**config.mk**
```make
export PLATFORM = sky130hd
export DESIGN_NAME = axi_lite_bridge_q
export DESIGN_NICKNAME = d
export VERILOG_FILES = /design/src/rtl/bridge_q_pkg.sv /design/src/rtl/bridge_req_fifo.sv /design/src/rtl/axi_lite_bridge_q.sv
export SDC_FILE = /design/constraint.sdc
export NUM_CORES = 1
export LEC_CHECK = 0
export CAP_MARGIN = 30
export CORE_AREA = 5 5 182 228
export DETAILED_ROUTE_END_ITERATION = 12
export DIE_AREA = 0 0 187 233
export SYNTH_ARGS = -nofsm -noshare
export SYNTH_HDL_FRONTEND = slang
export SYNTH_SLANG_ARGS = --single-unit
```
**constraint.sdc**
```tcl
create_clock -name clk -period 4.4 [get_ports clk]
set_input_delay 0.88 -clock clk [delete_from_list [all_inputs] [get_ports clk]]
set_output_delay 0.88 -clock clk [all_outputs]
set_load 0.03 [all_outputs]
```
**src/rtl/bridge_q_pkg.sv**
```systemverilog
// Shared types for the queued AXI-Lite bridge: FSM states, AXI response codes, request record.
// The optional BRIDGE_WSTRB_EN macro adds a byte-strobe field to the queued request.
package bridge_q_pkg;

  typedef enum logic [2:0] {
    ST_IDLE,
    ST_AR,
    ST_R,
    ST_AWW,
    ST_B
  } axi_q_state_e;

  localparam logic [1:0] RESP_OKAY   = 2'b00;
  localparam logic [1:0] RESP_EXOKAY = 2'b01;
  localparam logic [1:0] RESP_SLVERR = 2'b10;
  localparam logic [1:0] RESP_DECERR = 2'b11;

  // Fields are sized for the widest supported bridge; narrower builds use the low bits.
  localparam int REQ_MAX_DATA_W  = 64;
  localparam int REQ_MAX_WADDR_W = 32;

  typedef struct packed {
    logic                         r_wb;
    logic [REQ_MAX_WADDR_W-1:0]   addr;
    logic [REQ_MAX_DATA_W-1:0]    data;
`ifdef BRIDGE_WSTRB_EN
    logic [REQ_MAX_DATA_W/8-1:0]  strb;
`endif
  } bridge_req_t;

endpackage

```
**src/rtl/bridge_req_fifo.sv**
```systemverilog
// Synchronous request FIFO with registered count; a simultaneous push and pop keeps the count.
module bridge_req_fifo #(
  parameter  int WIDTH = 8,
  parameter  int DEPTH = 4,
  localparam int PTR_W = $clog2(DEPTH),
  localparam int CNT_W = PTR_W + 1
) (
  input  logic             clk,
  input  logic             rst_n,
  input  logic             push_i,
  input  logic [WIDTH-1:0] wdata_i,
  input  logic             pop_i,
  output logic [WIDTH-1:0] rdata_o,
  output logic             full_o,
  output logic             empty_o,
  output logic [CNT_W-1:0] count_o
);

  logic [WIDTH-1:0] mem_q [DEPTH];
  logic [PTR_W-1:0] wr_q, rd_q;
  logic [CNT_W-1:0] count_q;
  logic             push_ok, pop_ok;

  assign full_o  = (count_q == CNT_W'(DEPTH));
  assign empty_o = (count_q == '0);
  assign count_o = count_q;
  assign rdata_o = mem_q[rd_q];
  assign push_ok = push_i && !full_o;
  assign pop_ok  = pop_i && !empty_o;

  always_ff @(posedge clk) begin
    if (push_ok) mem_q[wr_q] <= wdata_i;
  end

  always_ff @(posedge clk or negedge rst_n) begin
    if (!rst_n) begin
      wr_q    <= '0;
      rd_q    <= '0;
      count_q <= '0;
    end else begin
      if (push_ok) wr_q <= wr_q + 1'b1;
      if (pop_ok)  rd_q <= rd_q + 1'b1;
      case ({push_ok, pop_ok})
        2'b10:   count_q <= count_q + 1'b1;
        2'b01:   count_q <= count_q - 1'b1;
        default: count_q <= count_q;
      endcase
    end
  end

endmodule

```
**src/rtl/axi_lite_bridge_q.sv**
```systemverilog
// Queued word-addressed request port to AXI4-Lite master, one outstanding transaction.
// Define BRIDGE_WSTRB_EN to add the C_wstrb input and drive W_STRB from the queued request.
module axi_lite_bridge_q
  import bridge_q_pkg::*;
#(
  parameter int                DATA_W     = 32,
  parameter int                ADDR_W     = 32,
  parameter int                WADDR_W    = 16,
  parameter logic [ADDR_W-1:0] BASE_ADDR  = 32'h8000_0000,
  parameter int                FIFO_DEPTH = 4
) (
  input  logic                clk,
  input  logic                rst_n,
  input  logic                C_in_valid,
  output logic                C_in_ready,
  input  logic                C_r_wb,
  input  logic [WADDR_W-1:0]  C_addr,
  input  logic [DATA_W-1:0]   C_data_w,
`ifdef BRIDGE_WSTRB_EN
  input  logic [DATA_W/8-1:0] C_wstrb,
`endif
  output logic                C_out_valid,
  output logic [DATA_W-1:0]   C_data_r,
  output logic [1:0]          C_resp,
  output logic                AR_VALID,
  output logic [ADDR_W-1:0]   AR_ADDR,
  input  logic                AR_READY,
  input  logic                R_VALID,
  input  logic [DATA_W-1:0]   R_DATA,
  input  logic [1:0]          R_RESP,
  output logic                R_READY,
  output logic                AW_VALID,
  output logic [ADDR_W-1:0]   AW_ADDR,
  input  logic                AW_READY,
  output logic                W_VALID,
  output logic [DATA_W-1:0]   W_DATA,
  output logic [DATA_W/8-1:0] W_STRB,
  input  logic                W_READY,
  input  logic                B_VALID,
  input  logic [1:0]          B_RESP,
  output logic                B_READY
);

  localparam int STRB_W = DATA_W / 8;
  localparam int SUM_W  = (ADDR_W > WADDR_W + 2) ? ADDR_W : WADDR_W + 2;
  localparam int CNT_W  = $clog2(FIFO_DEPTH) + 1;

  axi_q_state_e        state_q;
  logic                rdy_en_q;
  logic                ar_valid_q, aw_valid_q, w_valid_q, r_ready_q, b_ready_q, out_valid_q;
  logic [ADDR_W-1:0]   addr_q;
  logic [DATA_W-1:0]   wdata_q, rdata_q;
  logic [1:0]          resp_q;

  bridge_req_t         req_in, req_head;
  logic                push, pop, fifo_full, fifo_empty;
  logic [CNT_W-1:0]    fifo_count;
  logic [SUM_W-1:0]    byte_addr;
  logic [ADDR_W-1:0]   head_addr;
  logic                unused_bits;

  always_comb begin
    req_in                    = '0;
    req_in.r_wb               = C_r_wb;
    req_in.addr[WADDR_W-1:0]  = C_addr;
    req_in.data[DATA_W-1:0]   = C_data_w;
`ifdef BRIDGE_WSTRB_EN
    req_in.strb[STRB_W-1:0]   = C_wstrb;
`endif
  end

  // Ready is held low until the first edge after reset release.
  assign C_in_ready = rdy_en_q && !fifo_full;
  assign push       = C_in_valid && C_in_ready;
  assign pop        = (state_q == ST_IDLE) && !fifo_empty;

  bridge_req_fifo #(
    .WIDTH ($bits(bridge_req_t)),
    .DEPTH (FIFO_DEPTH)
  ) u_fifo (
    .clk     (clk),
    .rst_n   (rst_n),
    .push_i  (push),
    .wdata_i (req_in),
    .pop_i   (pop),
    .rdata_o (req_head),
    .full_o  (fifo_full),
    .empty_o (fifo_empty),
    .count_o (fifo_count)
  );

  assign byte_addr   = SUM_W'(BASE_ADDR) + SUM_W'({req_head.addr[WADDR_W-1:0], 2'b00});
  assign head_addr   = byte_addr[ADDR_W-1:0];
  assign unused_bits = ^{req_head, fifo_count};

`ifdef BRIDGE_WSTRB_EN
  logic [STRB_W-1:0] wstrb_q;

  always_ff @(posedge clk or negedge rst_n) begin
    if (!rst_n)   wstrb_q <= '0;
    else if (pop) wstrb_q <= req_head.strb[STRB_W-1:0];
  end

  assign W_STRB = wstrb_q;
`else
  assign W_STRB = '1;
`endif

  always_ff @(posedge clk or negedge rst_n) begin
    if (!rst_n) begin
      state_q     <= ST_IDLE;
      rdy_en_q    <= 1'b0;
      ar_valid_q  <= 1'b0;
      aw_valid_q  <= 1'b0;
      w_valid_q   <= 1'b0;
      r_ready_q   <= 1'b0;
      b_ready_q   <= 1'b0;
      out_valid_q <= 1'b0;
      addr_q      <= '0;
      wdata_q     <= '0;
      rdata_q     <= '0;
      resp_q      <= RESP_OKAY;
    end else begin
      rdy_en_q    <= 1'b1;
      out_valid_q <= 1'b0;
      case (state_q)
        ST_IDLE: begin
          if (!fifo_empty) begin
            addr_q  <= head_addr;
            wdata_q <= req_head.data[DATA_W-1:0];
            if (req_head.r_wb) begin
              ar_valid_q <= 1'b1;
              state_q    <= ST_AR;
            end else begin
              aw_valid_q <= 1'b1;
              w_valid_q  <= 1'b1;
              state_q    <= ST_AWW;
            end
          end
        end
        ST_AR: begin
          if (AR_READY) begin
            ar_valid_q <= 1'b0;
            r_ready_q  <= 1'b1;
            state_q    <= ST_R;
          end
        end
        ST_R: begin
          if (R_VALID) begin
            r_ready_q   <= 1'b0;
            out_valid_q <= 1'b1;
            rdata_q     <= R_DATA;
            resp_q      <= R_RESP;
            state_q     <= ST_IDLE;
          end
        end
        ST_AWW: begin
          // AW and W retire independently; leave once neither is still pending.
          if (aw_valid_q && AW_READY) aw_valid_q <= 1'b0;
          if (w_valid_q && W_READY)   w_valid_q  <= 1'b0;
          if ((!aw_valid_q || AW_READY) && (!w_valid_q || W_READY)) begin
            b_ready_q <= 1'b1;
            state_q   <= ST_B;
          end
        end
        ST_B: begin
          if (B_VALID) begin
            b_ready_q   <= 1'b0;
            out_valid_q <= 1'b1;
            rdata_q     <= '0;
            resp_q      <= B_RESP;
            state_q     <= ST_IDLE;
          end
        end
        default: state_q <= ST_IDLE;
      endcase
    end
  end

  assign AR_VALID    = ar_valid_q;
  assign AR_ADDR     = addr_q;
  assign AW_VALID    = aw_valid_q;
  assign AW_ADDR     = addr_q;
  assign W_VALID     = w_valid_q;
  assign W_DATA      = wdata_q;
  assign R_READY     = r_ready_q;
  assign B_READY     = b_ready_q;
  assign C_out_valid = out_valid_q;
  assign C_data_r    = rdata_q;
  assign C_resp      = resp_q;

endmodule

```
After elaboration in Yosys (flattened, before gate mapping)
Memory sizes are Yosys's and may differ from the RTL's.
Index checks and enable logic that the tools add are counted.
- add/subtract/negate cells: 5
- bitwise operators: 1
- multiplexer cells: 35
- reductions and logical operators: 30
- eq/ne operators: 16
- operators with widths (operator ; count):
    $mux W32 ; 2
    $pmux W32 S2 ; 1
    $add A32 B18 Y32 const A ; 1
    $ne A2 B2 Y1 const B ; 9
    $mux W1 ; 15
    $mux W3 ; 5
    $pmux W3 S5 ; 1
    $pmux W1 S2 ; 6
    $reduce_and A4 Y1 ; 3
    $reduce_bool A2 Y1 ; 6
    $reduce_and A3 Y1 ; 3
    $logic_and A1 B1 Y1 ; 8
    $eq A3 B2 Y1 const B ; 2
    $eq A3 B3 Y1 const B ; 2
    $logic_not A3 Y1 ; 2
    $mux W2 ; 3
    $pmux W3 S2 ; 1
    $reduce_and A5 Y1 ; 1
    $add A2 B1 Y2 const B ; 2
    $logic_not A1 Y1 ; 4
    $pmux W2 S2 ; 1
    $add A3 B1 Y3 const B ; 1
    $eq A3 B1 Y1 const B ; 1
    $sub A3 B1 Y3 const B ; 1
    5 further kinds ; 6
- memories kept: 1
- register bits: 115
- output and inout bits: 141
- word-level logic and storage cells: 103
- input port bits: 93
- memory bits (writable): 196
- memories (name ; words ; bits a word ; rd ports ; clocked after memory_dff ; wr ports ; line ; RTL):
    u_fifo.mem_q ; 4 ; 49 ; 1 ; 0 ; 1 ; bridge_req_fifo.sv:19 ; logic [WIDTH-1:0] mem_q [DEPTH];

Depth between registers and ports, before layout
Gate-level depths: netlist of run 1.
- depth after elaboration: 7
- depth in mapped cells: 10
- depth with buffers taken out: 10

Cells and area by module
A second synthesis of run 1 with hierarchy kept.
- cells, all modules: 906
- area total of the unflattened synthesis: 18756.7 sq um
- modules (own cells, without submodules) (module ; cells each ; area each (sq um) ; instances):
    bridge_req_fifo ; 544 ; 14403.8 ; 1
    axi_lite_bridge_q ; 362 ; 4352.9 ; 1

Least setup slack after synthesis of run 1
OpenSTA, ideal clock, no wires.
- path kind: reg-to-reg
- from: register u_fifo.count_q[1], in the netlist u_fifo.count_o[1]
- to: memory u_fifo.mem_q[0][0] (netlist name), enable pin
- arrival: 2.450 ns
- setup slack: 1.539 ns
- clock period less this slack: 2.861 ns
- setup time: 0.412 ns
- stages on the path, launching flop included: 4
- required time: 3.988 ns
- path buffers: 0
- path through: dfrtp_1 -> inv_1 -> a31oi_1 -> and3_1
- word-level cells in the longest chain between the ends: 7
- RTL lines (element ; line ; RTL):
    start: declaration ; bridge_req_fifo.sv:21 ; logic [CNT_W-1:0] count_q;
    start signal: assignment ; bridge_req_fifo.sv:44 ; 2'b10: count_q <= count_q + 1'b1;
    start signal: assignment ; bridge_req_fifo.sv:45 ; 2'b01: count_q <= count_q - 1'b1;
    start signal: assignment ; bridge_req_fifo.sv:46 ; default: count_q <= count_q;
    $eq A3 B3 Y1 ; bridge_req_fifo.sv:24 ; assign full_o = (count_q == CNT_W'(DEPTH));
    $logic_not A1 Y1 ; axi_lite_bridge_q.sv:73 ; assign C_in_ready = rdy_en_q && !fifo_full;
    $logic_and A1 B1 Y1 ; axi_lite_bridge_q.sv:73 ;
    net C_in_ready ; axi_lite_bridge_q.sv:15 ; output logic C_in_ready,
    $logic_and A1 B1 Y1 ; axi_lite_bridge_q.sv:74 ; assign push = C_in_valid && C_in_ready;
    $logic_and A1 B1 Y1 ; bridge_req_fifo.sv:28 ; assign push_ok = push_i && !full_o;
    $mux W1 ; bridge_req_fifo.sv:32 ; if (push_ok) mem_q[wr_q] <= wdata_i;
    $mux W1 (not written as such) ; bridge_req_fifo.sv:32 ;
    end: declaration ; bridge_req_fifo.sv:19 ;
The timed path passes the listed nets, and every way through them passes these cells.

Worst setup path after layout of run 1
- from: register u_fifo.count_q[1], in the netlist u_fifo.count_o[1]
- to: output port C_in_ready
- word-level cells in the longest chain between the ends: 3
- RTL lines (element ; line):
    $eq A3 B3 Y1 ; bridge_req_fifo.sv:24
    $logic_not A1 Y1 ; axi_lite_bridge_q.sv:73
    $logic_and A1 B1 Y1 ; axi_lite_bridge_q.sv:73
    end: declaration ; axi_lite_bridge_q.sv:15
Every way passes these cells.

==> flow_metrics.env, run 1 <==
export IMPL_drt_first_pass_iters=6
export IMPL_globalplace_congestion=0.747
export IMPL_cp_data_required_time_ns=3.52
export IMPL_clock_skew_final_ns=0.0141
export IMPL_final_common_cell="clkdlybuf4s50_1"
export IMPL_crit_fanout=6
export IMPL_grt_pass1_wl_mm=38.6
export IMPL_fmaxAchievable_mhz=327
export IMPL_post_cts_resized=0
export IMPL_floorplan_die_area_mm2=0.0436
export IMPL_worstSkewPairLatency_ns=0.51
export IMPL_postCtsSetupRepairBufs=0
export IMPL_place_area_mm2=0.0138
export IMPL_grt_pass1_vias=6458
export IMPL_mappedNetlistArea_mm2=0.0115
export IMPL_outcome="finished, final reports clean"
export IMPL_hold_path_class="in2async"
export IMPL_yosysUniqueCellTypes=35
export IMPL_leakage_nw=5.50
export IMPL_drt_wirelength_per_cell_um=18.1
export IMPL_setup_tns_ns=0
export IMPL_cts_max_level=2
export IMPL_synth_ff_latch_count=296
export IMPL_max_cap_viol_count=0
export IMPL_cp_data_arrival_time_ns=2.18
export IMPL_antenna_cells=0
export IMPL_grt_max_degree=70
export IMPL_vdd_ir_drop_max_uv=369
export IMPL_layout_drive_gt1_share=0.191
export IMPL_min_period_ns=3.06
export IMPL_syn2layout_area_growth_pct=29.3
export IMPL_antenna_found_initial=3
export IMPL_yosys_synthesis_warning_count=0
export IMPL_detailedPlacementHpwl_mm=15.3
export IMPL_worst_slew_pin_transition_ns=0.915
export IMPL_initialDrtViolationCount=219
export IMPL_grt_setup_unrepaired="false"
export IMPL_port_buffers=199
export IMPL_numPlacedInstances=1304
export IMPL_detail_route_antenna_nets=0
export IMPL_nets=941
export IMPL_final_core_utilization=0.384
export IMPL_fin_cells=1366
export IMPL_die_width_um=187
export IMPL_synthCells=648
export IMPL_avgSynthCellArea_um2=17.8
export IMPL_maxSlewHeadroom=0.390
export IMPL_tritoncts="built"
export IMPL_multi_input_comb_area_mm2=0.00269
export IMPL_layout_cell_area_non_filler_mm2=0.0149
export IMPL_final_min_period_over_clock_period=0.695
export IMPL_hold_slack_ns=0.414
export IMPL_cts_inserted_buffers=34
export IMPL_slew_violations=0
export IMPL_preCtsSetupSlack_ns=1.64
export IMPL_ctsHoldBuffers=0
export IMPL_ctsRootBufferMaster="clkbuf_16"
export IMPL_cellPowerDensity_mw_per_mm2=731
export IMPL_end_kind="output pin"
export IMPL_initial_core_util=0.297
export IMPL_hold_viol_final=0
export IMPL_area_sequential_mm2=0.00839
export IMPL_cts_reportedPaths_clkPinSlew_ns=0.05
export IMPL_globalRouteOverflowTotal=0
export IMPL_vias=5967
export IMPL_global_route_usage_total=0.114
export IMPL_worstSetupStartpointType="register"
export IMPL_route_detailed_drc=0
export IMPL_path_class="reg2out"
export IMPL_yosysSeqAreaShare=0.727
export IMPL_dieHeight_um=233
export IMPL_layout_common_cells="clkdlybuf4s50_1, edfxtp_1, dfrtp_1, nand2_1, mux4_2"
export IMPL_layout_filler_cells=3616
export IMPL_clkSinkCount=296
export IMPL_design_core_area_mm2=0.0389
export IMPL_setup_viol=0
export IMPL_report_power_total_mw=10.9
export IMPL_core_rowCount=81
export IMPL_drt_vias_per_instance=4.37
export IMPL_totalWireLength_mm=24.8
export IMPL_worst_slack_ns=1.34
export IMPL_cts_max_path_buffers=3
export IMPL_ioPinCount=234
==> flip-flops by register name, summed over array words and instances (netlist names), 2 cells and up <==
register,flops
u_fifo.wr_q,2
C_resp,2
AR_ADDR,17
C_data_r,32
u_fifo.rd_q,2
state_q,3
u_fifo.count_o,3
W_DATA,32
u_fifo.mem_q,196
==> where the power goes <==
| part | switching, mW | total, mW | leakage, nW | internal [mW] |
|---|---|---|---|---|
| sequential | 0.464 | 4.11 | 2.97 | 3.65 |
| clock | 1.09 | 2.75 | 0.541 | 1.66 |
| combinational | 2.12 | 4.05 | 1.98 | 1.93 |
| total | 3.68 | 10.9 | 5.50 | 7.24 |
==> path summary, 6_finish.rpt <==
check | from | endpoint | slack [ns] | cells after the start
max in group asynchronous | rst_n | C_data_r[17] | 3.23 | 2
worst max register to register | u_fifo.rd_q[1] | W_DATA[23] | 2.19 | 3
worst max-delay path | u_fifo.count_o[1] | C_in_ready | 1.34 | 3
min in group clk | C_data_r[2] | C_data_r[2] | 0.48 | 2
worst min-delay path | rst_n | B_READY | 0.41 | 1
worst min register to register | C_data_r[2] | C_data_r[2] | 0.48 | 2
==> area by class of cell <==
class | instances | area share
multi-input cells | 293 | 0.180
repair buffers | 206 | 0.138
well taps | 498 | 0.0417
flip-flops and latches | 296 | 0.562
clock inverters | 13 | 0.00931
inverters | 11 | 0.00277
clock buffers | 49 | 0.0649
==> synth_stat cells, drive strengths merged <==
library cell	number	area, µm²
ha	5	62.6
inv	11	41.3
a31o	1	8.76
nand2	79	297
nand2b	1	6.26
edfxtp	196	5890
mux2	49	589
and3	4	25.0
xnor2	3	26.3
mux4	49	1100
o221a	1	11.3
nor3	1	5.00
nor2b	2	12.5
conb	2	7.51
o21ai	37	185
o31ai	2	15.0
a21o	3	22.5
buf	66	504
and2	1	6.26
mux2i	3	30.0
o21bai	1	7.51
nor2	4	15.0
nor4	1	21.3
fa	1	20.0
a21oi	1	5.00
a31oi	2	12.5
clkbuf	15	56.3
a22oi	1	7.51
dfrtp	100	2500
nand3b	2	15.0
xor2	3	26.3
or2	1	6.26
==> logic make-up after synthesis <==
kind of cell / share of synthesized area
DFF: 0.727
muxes: 0.149
and+or+nand+nor: 0.0355
buffers and inverters: 0.0522
AOI/OAI and AO/OA: 0.0239
adders and majority gates: 0.00716
xor gates and xnor gates: 0.00455
other: 0.000651
==> routing by layer <==
| layer | GRT usage | up-vias | wire length [µm] |
|---|---|---|---|
| met3 | 0.0359 | 42 | 1870 |
| li1 | - | 2725 | - |
| met1 | 0.143 | 2941 | 10400 |
| met5 | 0 | - | 41 |
| met2 | 0.189 | 253 | 11900 |
| met4 | 0.0340 | 6 | 501 |
==> critical path, cell delays in order, from the launching register on <==
cell	delay [ns]
dfrtp_1	0.34
inv_1	0.08
a31oi_1	0.47
clkdlybuf4s50_1	0.77
Power figures use the tool's default switching activity.
==> run 2, diff against run 1 <==
Clock period 4.4 ns to 2.8 ns, I/O delays scaled along.
==> run 2 against run 1 <==
Against the previous run: critical path depth stayed put; setup slack got worse by 1.1 ns; sequential power increased by 56%; global-route usage rose by 0.26 points; sequential share of layout area down 0.44 points; final area is 0.79% higher; clock-buffer cell count down 7; register-to-register slack worse by 1.6 ns; combinational power grew 61%; final cell count rose by 0.37%; die area unchanged; critical path type unchanged.
==> flow_metrics.env, run 2 (same netlist as run 1, synthesis figures left out) <==
export IMPL_p_seq_frac=0.373
export IMPL_layout_drive_gt1_share=0.204
export IMPL_maxSlewHeadroom=0.406
export IMPL_globalRouteOverflowTotal=0
export IMPL_drt_wirelength_per_cell_um=18.5
export IMPL_cellPowerDensity_mw_per_mm2=1140
export IMPL_antenna_cells=0
export IMPL_floorplan_die_area_mm2=0.0436
export IMPL_clkSinkCount=296
export IMPL_global_route_usage_total=0.116
export IMPL_met1_length_mm=10.6
export IMPL_die_width_um=187
export IMPL_grt_pass1_vias=6411
export IMPL_detailroute_wirelength_met3_mm=1.81
export IMPL_design_core_area_mm2=0.0389
export IMPL_internal_power_mw=11.3
export IMPL_ctsRootBufferMaster="clkbuf_16"
export IMPL_grt_max_degree=70
export IMPL_preCtsSetupSlack_ns=0.365
export IMPL_vias=6053
export IMPL_slowest_delay_ns=0.74
export IMPL_vdd_ir_drop_max_uv=600
export IMPL_cp_data_required_time_ns=2.24
export IMPL_syn2layout_area_growth_pct=30.4
export IMPL_worst_slack_ns=0.227
export IMPL_cp_data_arrival_time_ns=2.01
export IMPL_hold_viol_final=0
export IMPL_largest_register="u_fifo.mem_q"
export IMPL_p_sw_mw=5.87
export IMPL_initial_core_util=0.297
export IMPL_number_of_flip_flops_under_the_largest_register_name=196
export IMPL_nets=948
export IMPL_end_kind="output pin"
export IMPL_tritoncts="built"
export IMPL_cts_inserted_buffers=34
export IMPL_grt_pass1_wl_mm=39.4
export IMPL_final_min_period_over_clock_period=0.919
export IMPL_antenna_found_initial=2
export IMPL_core_rowCount=81
export IMPL_outcome="finished, final reports clean"
export IMPL_multi_input_comb_area_mm2=0.00270
export IMPL_sw_ratio=0.342
export IMPL_clock_skew_final_ns=0.0253
export IMPL_worstPathBufferInverterCount=2
export IMPL_routed_wl_met2_mm=12.4
export IMPL_crit_fanout=6
export IMPL_cts_reportedPaths_clkPinSlew_ns=0.06
export IMPL_worst_slew_pin_transition_ns=0.892
export IMPL_setup_viol=0
export IMPL_top_layer="met5"
export IMPL_place_area_mm2=0.0140
export IMPL_fin_cells=1371
export IMPL_layout_filler_cells=3596
export IMPL_setup_tns_ns=0
export IMPL_slew_violations=0
export IMPL_worstSkewPairLatency_ns=0.51
export IMPL_cp_slowest_cell="clkdlybuf4s50_1"
export IMPL_min_period_ns=2.57
export IMPL_final_common_cell="clkdlybuf4s50_1"
export IMPL_dieHeight_um=233
export IMPL_detail_route_antenna_nets=0
export IMPL_totalWireLength_mm=25.4
export IMPL_leakage_nw=5.54
export IMPL_cts_max_level=2
export IMPL_numPlacedInstances=1310
export IMPL_route_detailed_drc=0
export IMPL_fmaxAchievable_mhz=389
export IMPL_comb_power_share=0.380
export IMPL_path_class="reg2out"
export IMPL_globalplace_congestion=0.748
export IMPL_critical_path_cell_by_cell="inv_1, a31oi_2, clkdlybuf4s50_1"
export IMPL_worstSetupStartpointType="register"
export IMPL_layout_cell_area_non_filler_mm2=0.0150
export IMPL_cpLargestDelayFamily="buffers and inverters"
export IMPL_final_core_utilization=0.387
export IMPL_initialDrtViolationCount=252
export IMPL_drt_vias_per_instance=4.42
export IMPL_drt_first_pass_iters=4
export IMPL_port_buffers=199
export IMPL_max_cap_viol_count=0
export IMPL_area_sequential_mm2=0.00839
export IMPL_clkPwrFrac=0.247
export IMPL_grt_setup_unrepaired="false"
export IMPL_hold_path_class="reg2reg"
export IMPL_detailedPlacementHpwl_mm=15.6
export IMPL_cts_max_path_buffers=3
export IMPL_ioPinCount=234
export IMPL_layout_common_cells="clkdlybuf4s50_1, edfxtp_1, dfrtp_1, nand2_1, mux4_2"
run 2: cell count changes in the layout (fill, tap and decap cells not counted), moves of 2 or more:
cell and delta:
buf_12 +7, clkbuf_1 -6, clkinv_2 +2, clkinv_4 +2, clkinv_8 -2, clkinvlp_4 +2
inv_6 +4
run 2: through the flow:
step	hold slack [ns]	power [mW]
finish	0.480	17.2
global route	0.494	18.1
CTS	0.483	17.5
detailed placement	0.470	13.2
global placement	0.463	13.1
floorplan	0.264	10.8
run 2: layout make-up:
cell class                 count  area share
sequential                   296       0.558
multi-input combinational    293       0.179
clock buffer                  42      0.0620
timing repair buffer         213       0.147
tap                          498      0.0414
inverter                      11     0.00274
clock inverter                18     0.00956
run 2: what timing repair did:
| item | 4_1_cts | 5_1_grt |
|---|---|---|
| hold buffers | 1 | 0 |
| setup endpoints to repair | 0 | 1 |
| buffers inserted | 0 | 0 |
| gates resized for setup | 0 | 1 |
| hold endpoints to repair | 23 | 0 |
run 2: power by group through the flow:
| stage | sequential, mW | clock [mW] | combinational (mW) |
|---|---|---|---|
| floorplan | 7.42 | 0 | 3.40 |
| global placement | 6.48 | 0 | 6.61 |
| detailed placement | 6.53 | 0 | 6.65 |
| CTS | 6.45 | 4.40 | 6.68 |
| global route | 6.56 | 4.58 | 6.99 |
| finish | 6.41 | 4.24 | 6.53 |
run 2: metal layers:
metal,vias to the layer above,global-route usage
met1,3035,0.144
met4,4,0.0331
met5,-,0
met2,240,0.198
li1,2730,-
met3,44,0.0356
run 2: worst reg2reg max path: cells and delay by family, from the launching register on:
family	cells	cell delay, ns
buf+inv	1	0.74
flops	1	0.50
mux	1	0.47
simple gates	1	0.36
run 2: path summary, 6_finish.rpt:
path,from,end,slack [ns],cells after the start
worst max-delay path,u_fifo.count_o[0],C_in_ready,0.23,3
worst min-delay path,C_data_r[11],C_data_r[11],0.48,2
worst max register to register,state_q[2],W_DATA[30],0.63,3
worst min register to register,C_data_r[11],C_data_r[11],0.48,2
max in group asynchronous,rst_n,AR_ADDR[16],1.46,4
min in group asynchronous,rst_n,W_DATA[8],0.55,2
